**config.mk**
```make
export PLATFORM = sky130hd
export DESIGN_NAME = alu_arbiter_seq
export DESIGN_NICKNAME = d
export VERILOG_FILES = /design/src/rtl/alu_pkg.sv /design/src/rtl/alu_core_w32.sv /design/src/rtl/alu_arbiter_seq.sv
export SDC_FILE = /design/constraint.sdc
export NUM_CORES = 1
export LEC_CHECK = 0
export ABC_AREA = 1
export ABC_CLOCK_PERIOD_IN_PS = 4800
export CORE_MARGIN = 2
export CORE_UTILIZATION = 40
export CTS_CLUSTER_SIZE = 14
export DETAILED_ROUTE_END_ITERATION = 8
export GPL_ROUTABILITY_DRIVEN = 0
export HOLD_SLACK_MARGIN = 0.1
export REMOVE_ABC_BUFFERS = 1
export SKIP_LAST_GASP = 1
export SYNTH_ARGS = -nofsm -noshare
export SYNTH_HDL_FRONTEND = slang
export SYNTH_SLANG_ARGS = --single-unit
```
**constraint.sdc**
```tcl
create_clock -name clk -period 4.8 [get_ports clk]
set_input_delay 0.72 -clock clk [delete_from_list [all_inputs] [get_ports clk]]
set_output_delay 0.72 -clock clk [all_outputs]
set_load 0.01 [all_outputs]
```
**src/rtl/alu_pkg.sv**
```systemverilog
// Shared definitions for the ALU arbiter/sequencer: datapath widths,
// opcode encodings and the sequencer state encoding.
package alu_pkg;

  localparam int WIDTH = 32;
  localparam int SHW   = 5;

  localparam logic [3:0] OP_ADD = 4'd0;
  localparam logic [3:0] OP_SUB = 4'd1;
  localparam logic [3:0] OP_AND = 4'd2;
  localparam logic [3:0] OP_OR  = 4'd3;
  localparam logic [3:0] OP_SRL = 4'd4;
  localparam logic [3:0] OP_ROL = 4'd5;
  localparam logic [3:0] OP_SRA = 4'd6;
  localparam logic [3:0] OP_SNE = 4'd7;

  typedef enum logic [1:0] {
    IDLE = 2'd0,
    EXEC = 2'd1,
    RESP = 2'd2
  } state_t;

endpackage

```
**src/rtl/alu_core_w32.sv**
```systemverilog
// Purely combinational ALU core shared by both requester ports.
// Produces result, carry/borrow, signed overflow and an illegal-opcode flag.
module alu_core_w32
  import alu_pkg::*;
#(
  parameter int WIDTH = alu_pkg::WIDTH,
  parameter int SHW   = alu_pkg::SHW
) (
  input  logic [3:0]       opcode,
  input  logic [WIDTH-1:0] input1,
  input  logic [WIDTH-1:0] input2,
  input  logic [SHW-1:0]   shiftValue,
  output logic [WIDTH-1:0] result,
  output logic             carry,
  output logic             overflow,
  output logic             illegal
);

  logic [WIDTH:0]     sum_ext;
  logic [WIDTH:0]     diff_ext;
  logic [2*WIDTH-1:0] rot_ext;

  // Evaluate the selected operation; flags default to 0 for non-arithmetic ops.
  always_comb begin
    sum_ext  = {1'b0, input1} + {1'b0, input2};
    diff_ext = {1'b0, input1} - {1'b0, input2};
    // Rotating the doubled word keeps the wrapped bits in the upper half,
    // so an amount of 0 naturally returns the input unchanged.
    rot_ext  = {input1, input1} << shiftValue;
    result   = '0;
    carry    = 1'b0;
    overflow = 1'b0;
    illegal  = opcode[3];
    case (opcode)
      OP_ADD: begin
        result   = sum_ext[WIDTH-1:0];
        carry    = sum_ext[WIDTH];
        overflow = (input1[WIDTH-1] == input2[WIDTH-1]) &&
                   (sum_ext[WIDTH-1] != input1[WIDTH-1]);
      end
      OP_SUB: begin
        result   = diff_ext[WIDTH-1:0];
        // The extra bit of the widened difference is the unsigned borrow.
        carry    = diff_ext[WIDTH];
        overflow = (input1[WIDTH-1] != input2[WIDTH-1]) &&
                   (diff_ext[WIDTH-1] != input1[WIDTH-1]);
      end
      OP_AND: result = input1 & input2;
      OP_OR:  result = input1 | input2;
      OP_SRL: result = input1 >> shiftValue;
      OP_ROL: result = rot_ext[2*WIDTH-1:WIDTH];
      OP_SRA: result = $signed(input1) >>> shiftValue;
      OP_SNE: result = {{(WIDTH-1){1'b0}}, (input1 != input2)};
      default: result = '0;
    endcase
  end

endmodule

```
**src/rtl/alu_arbiter_seq.sv**
```systemverilog
// Two-port arbiter and sequencer sharing one ALU core.
// IDLE grants a request and latches it, EXEC registers the core outputs,
// RESP holds the response until the consumer accepts it.
// Build option: define ALU_ARB_ROUND_ROBIN_EN for round-robin tie-breaking;
// otherwise port 0 has fixed priority.
module alu_arbiter_seq
  import alu_pkg::*;
#(
  parameter int WIDTH = alu_pkg::WIDTH,
  parameter int SHW   = alu_pkg::SHW
) (
  input  logic             clk,
  input  logic             reset,
  input  logic             req0Valid,
  output logic             req0Ready,
  input  logic [3:0]       req0Opcode,
  input  logic [WIDTH-1:0] req0Input1,
  input  logic [WIDTH-1:0] req0Input2,
  input  logic [SHW-1:0]   req0Shift,
  input  logic             req1Valid,
  output logic             req1Ready,
  input  logic [3:0]       req1Opcode,
  input  logic [WIDTH-1:0] req1Input1,
  input  logic [WIDTH-1:0] req1Input2,
  input  logic [SHW-1:0]   req1Shift,
  output logic             respValid,
  input  logic             respReady,
  output logic             respPort,
  output logic [WIDTH-1:0] respResult,
  output logic             respCarry,
  output logic             respZero,
  output logic             respOverflow,
  output logic             respSign,
  output logic             respIllegal
);

  state_t           state_reg, state_next;
  logic             last_grant_reg;
  logic             grant_any;
  logic             grant_port;
  logic [3:0]       op_reg;
  logic [WIDTH-1:0] a_reg, b_reg;
  logic [SHW-1:0]   sh_reg;
  logic             port_reg;
  logic [WIDTH-1:0] core_result;
  logic             core_carry, core_overflow, core_illegal;

  // Arbitration: pick at most one port, only while idle and out of reset.
  always_comb begin
    grant_any  = 1'b0;
    grant_port = 1'b0;
    if (state_reg == IDLE && !reset) begin
      grant_any = req0Valid | req1Valid;
      if (req0Valid && req1Valid) begin
`ifdef ALU_ARB_ROUND_ROBIN_EN
        grant_port = ~last_grant_reg;
`else
        grant_port = 1'b0;
`endif
      end else begin
        grant_port = req1Valid;
      end
    end
  end

  assign req0Ready = grant_any && !grant_port;
  assign req1Ready = grant_any && grant_port;

  // Next-state logic for the IDLE -> EXEC -> RESP sequence.
  always_comb begin
    state_next = state_reg;
    case (state_reg)
      IDLE:    if (grant_any) state_next = EXEC;
      EXEC:    state_next = RESP;
      RESP:    if (respReady) state_next = IDLE;
      default: state_next = IDLE;
    endcase
  end

  // State, grant history and operand latches.
  always_ff @(posedge clk) begin
    if (reset) begin
      state_reg      <= IDLE;
      last_grant_reg <= 1'b1;
      op_reg         <= '0;
      a_reg          <= '0;
      b_reg          <= '0;
      sh_reg         <= '0;
      port_reg       <= 1'b0;
    end else begin
      state_reg <= state_next;
      if (grant_any) begin
        last_grant_reg <= grant_port;
        port_reg       <= grant_port;
        op_reg         <= grant_port ? req1Opcode : req0Opcode;
        a_reg          <= grant_port ? req1Input1 : req0Input1;
        b_reg          <= grant_port ? req1Input2 : req0Input2;
        sh_reg         <= grant_port ? req1Shift  : req0Shift;
      end
    end
  end

  alu_core_w32 #(
    .WIDTH(WIDTH),
    .SHW  (SHW)
  ) u_core (
    .opcode    (op_reg),
    .input1    (a_reg),
    .input2    (b_reg),
    .shiftValue(sh_reg),
    .result    (core_result),
    .carry     (core_carry),
    .overflow  (core_overflow),
    .illegal   (core_illegal)
  );

  // Response register: captured leaving EXEC, held until the consumer takes it.
  always_ff @(posedge clk) begin
    if (reset) begin
      respValid    <= 1'b0;
      respPort     <= 1'b0;
      respResult   <= '0;
      respCarry    <= 1'b0;
      respZero     <= 1'b0;
      respOverflow <= 1'b0;
      respSign     <= 1'b0;
      respIllegal  <= 1'b0;
    end else if (state_reg == EXEC) begin
      respValid    <= 1'b1;
      respPort     <= port_reg;
      respResult   <= core_result;
      respCarry    <= core_carry;
      respZero     <= (core_result == '0);
      respOverflow <= core_overflow;
      respSign     <= core_result[WIDTH-1];
      respIllegal  <= core_illegal;
    end else if (state_reg == RESP && respReady) begin
      respValid <= 1'b0;
    end
  end

endmodule
```
==> metrics.txt <==
final worst-path cycle share=75.7%; DR vias=18900; total gr overflow=0; first-pass GRT wire length=99000 um; outcome=completed; sequential area share after synthesis=15.4%; synthesis-stage register bit count=114; # nets final=3024; Cell Area, Synth=14800 um^2; Pins Over Slew Limit=0; # resized after CTS=0; htree depth=4; post-synth cell types=48; prevailing post-synth register cell=dfxtp_1; critical path data required time=5190 ps; height of the chip=197 um; RSZ-0062 raised after global routing=false; CTS buffer count=17; 1st-iter DRT viols=2439; postcts setup bufs=0; hold path cells=2; synth warn=0; Tightest Hold Check Type=flop to flop; asr flop ratio synth=0%; most frequent cells after synthesis=717 x nand2_1, 547 x nand3_1, 313 x inv_1; CTS tree=built; min Tclk post-route=3630 ps; CTS Root Cell=clkbuf_16; placed cell count=3216; IO buf count=191; layout cells sized above 1=4.96%; Global Route met2 Usage=52.0%; final setup margin=1170 ps; hold_buf cts=0; area delta synth->final=17.6%; die width=197 um; post-synth top area share=18.5%; vias in the first global route=17400; GR met3 Demand/Resource=7.58%; post-route setup TNS=0 ps; GRT Resource Usage Total=33.5%; top cell type by total area after synthesis=nand3_1; pre-CTS worst setup slack=1420 ps; actual slew at the worst max-slew pin=1200 ps; count leader, synth=nand2_1; fin cells=3248; die area=38700 um^2; Synth area leaders=nand3_1 18%, nand2_1 18%, dfxtp_1 15%; grt met1 use=43.6%; ANT cells=0; First-pass DRT Iterations=7; CTS max path bufs=2; Critical Path End Type=flop; synthesized instance count=2685; clk slew on worst S/H paths=60 ps; Static Leakage=8.58 nW; Crit Path Category=flop to flop; initial antenna violation count=1; maximum VDD drop=0.000245 V; Clock Sinks=114; Arr. time, crit path=4020 ps; final setup fails=0; core footprint=36600 um^2; Rows=70; initial core utilization=40.5%; worst skew pair latency=460 ps; boundary pin count=192; Post-DP HPWL=51300 um; Slew headroom=20.1%; final wirelength=65800 um; maximum clock rate=0.275 GHz; largest net degree at the start of global routing=99; Worst Skew=18.5 ps; critical path fanouts, max=34; Max-Cap Viols=0; ANT nets after route=0; DRC Markers=0; Mean Syn Cell Area=5.53 um^2; Setup crit start kind=flop; final hold vios=0; power density cells=298 nW/um^2; Register-to-Register Path Depth=17; Post-synth EDFFs=0; GRT Max-Usage Layer=met2; Avg Vias per Cell=5.82; wire per inst=20.3 um
==> cell usage in the layout, fill, tap and decap left out, types with 3 or more instances in the layout <==
cell type        count
clkinv_2             3
o21ai_0            120
a31oi_1              7
clkinvlp_4           5
nand3_1            547
o21bai_1            11
inv_1              311
nor3_1              12
dfxtp_1            111
nand2_1            717
clkbuf_16           17
o22ai_1             86
dfxtp_2              3
nand3b_1             5
ha_1               104
o21ai_1              6
o211ai_1            21
a21oi_1            142
nand2_4              8
nand2_2             21
clkdlybuf4s50_1    191
nand3_2              7
and2_1               4
nand4_1             22
inv_2               10
a21oi_2              7
buf_4               26
nor2_2              11
nor2_1             208
nor2_4               5
bufinv_16            3
==> layout make-up <==
class / count / area, um^2
sequential: 114 / 2290
multi-input combinational: 2091 / 10600
tap: 468 / 586
clock inverter: 13 / 160
inverter: 325 / 1220
fill: 3973 / 19200
clock buffer: 19 / 443
timing repair buffer: 218 / 2130
==> metrics by stage <==
| step | total power [mW] | util [%] | cell area, um^2 | hold slack (ps) |
|---|---|---|---|---|
| 2_1_floorplan | 2.82 | - | 14100 | 455 |
| 3_3_place_gp | 3.75 | 46.0 | 16800 | 450 |
| 3_5_place_dp | 3.77 | 46.0 | 16800 | 461 |
| 4_1_cts | 5.14 | 47.7 | 17400 | 473 |
| 5_1_grt | 5.52 | 47.7 | 17400 | 476 |
| 6_report | 5.21 | 47.7 | 17400 | 469 |
==> routing by layer <==
| metal | part of all wire, % | vias to the layer above |
|---|---|---|
| li1 | - | 8996 |
| met1 | 40 | 8521 |
| met2 | 43 | 1153 |
| met3 | 12 | 232 |
| met4 | 5.4 | 0 |
| met5 | 0 | - |
==> path summary, 6_finish.rpt <==
check	startpoint	end	slack [ps]
setup / recovery	sh_reg[0]	respZero	1170
hold / removal	respIllegal	respIllegal	470
setup reg to reg	sh_reg[0]	respZero	1170
hold reg to reg	respIllegal	respIllegal	470
==> critical path, cell delays in order, from the launching register on <==
cell and delay (ps):
dfxtp_1 310, buf_4 430, inv_4 390, nand2_1 450, nand3_1 150, nand3_1 170
nand3_1 90, nand3_1 180, nand2_1 90, inv_1 80, nor2_1 40, nor2_1 320
nand3_1 210, nor2_1 120, nand3_1 130, nor2_1 140, nand2_1 80, a21oi_2 110
==> report_power, final <==
| group | leakage (nW) | switching (mW) | internal [mW] |
|---|---|---|---|
| Sequential | 0.940 | 0.111 | 1.04 |
| Clock | 0.281 | 0.534 | 0.827 |
| Combinational | 7.36 | 1.83 | 0.858 |
| Total | 8.58 | 2.48 | 2.73 |
==> kinds of logic after synthesis <==
kind of cell	synth area share, %
buffers and inverters	13.2
flip-flops	15.4
AND/OR/NAND/NOR	46.7
adder cells (fa/ha/maj)	9.04
XOR/XNOR	0.0590
AO/OA/AOI/OAI	15.5
Note: power is estimated with default switching activity, not from simulation.
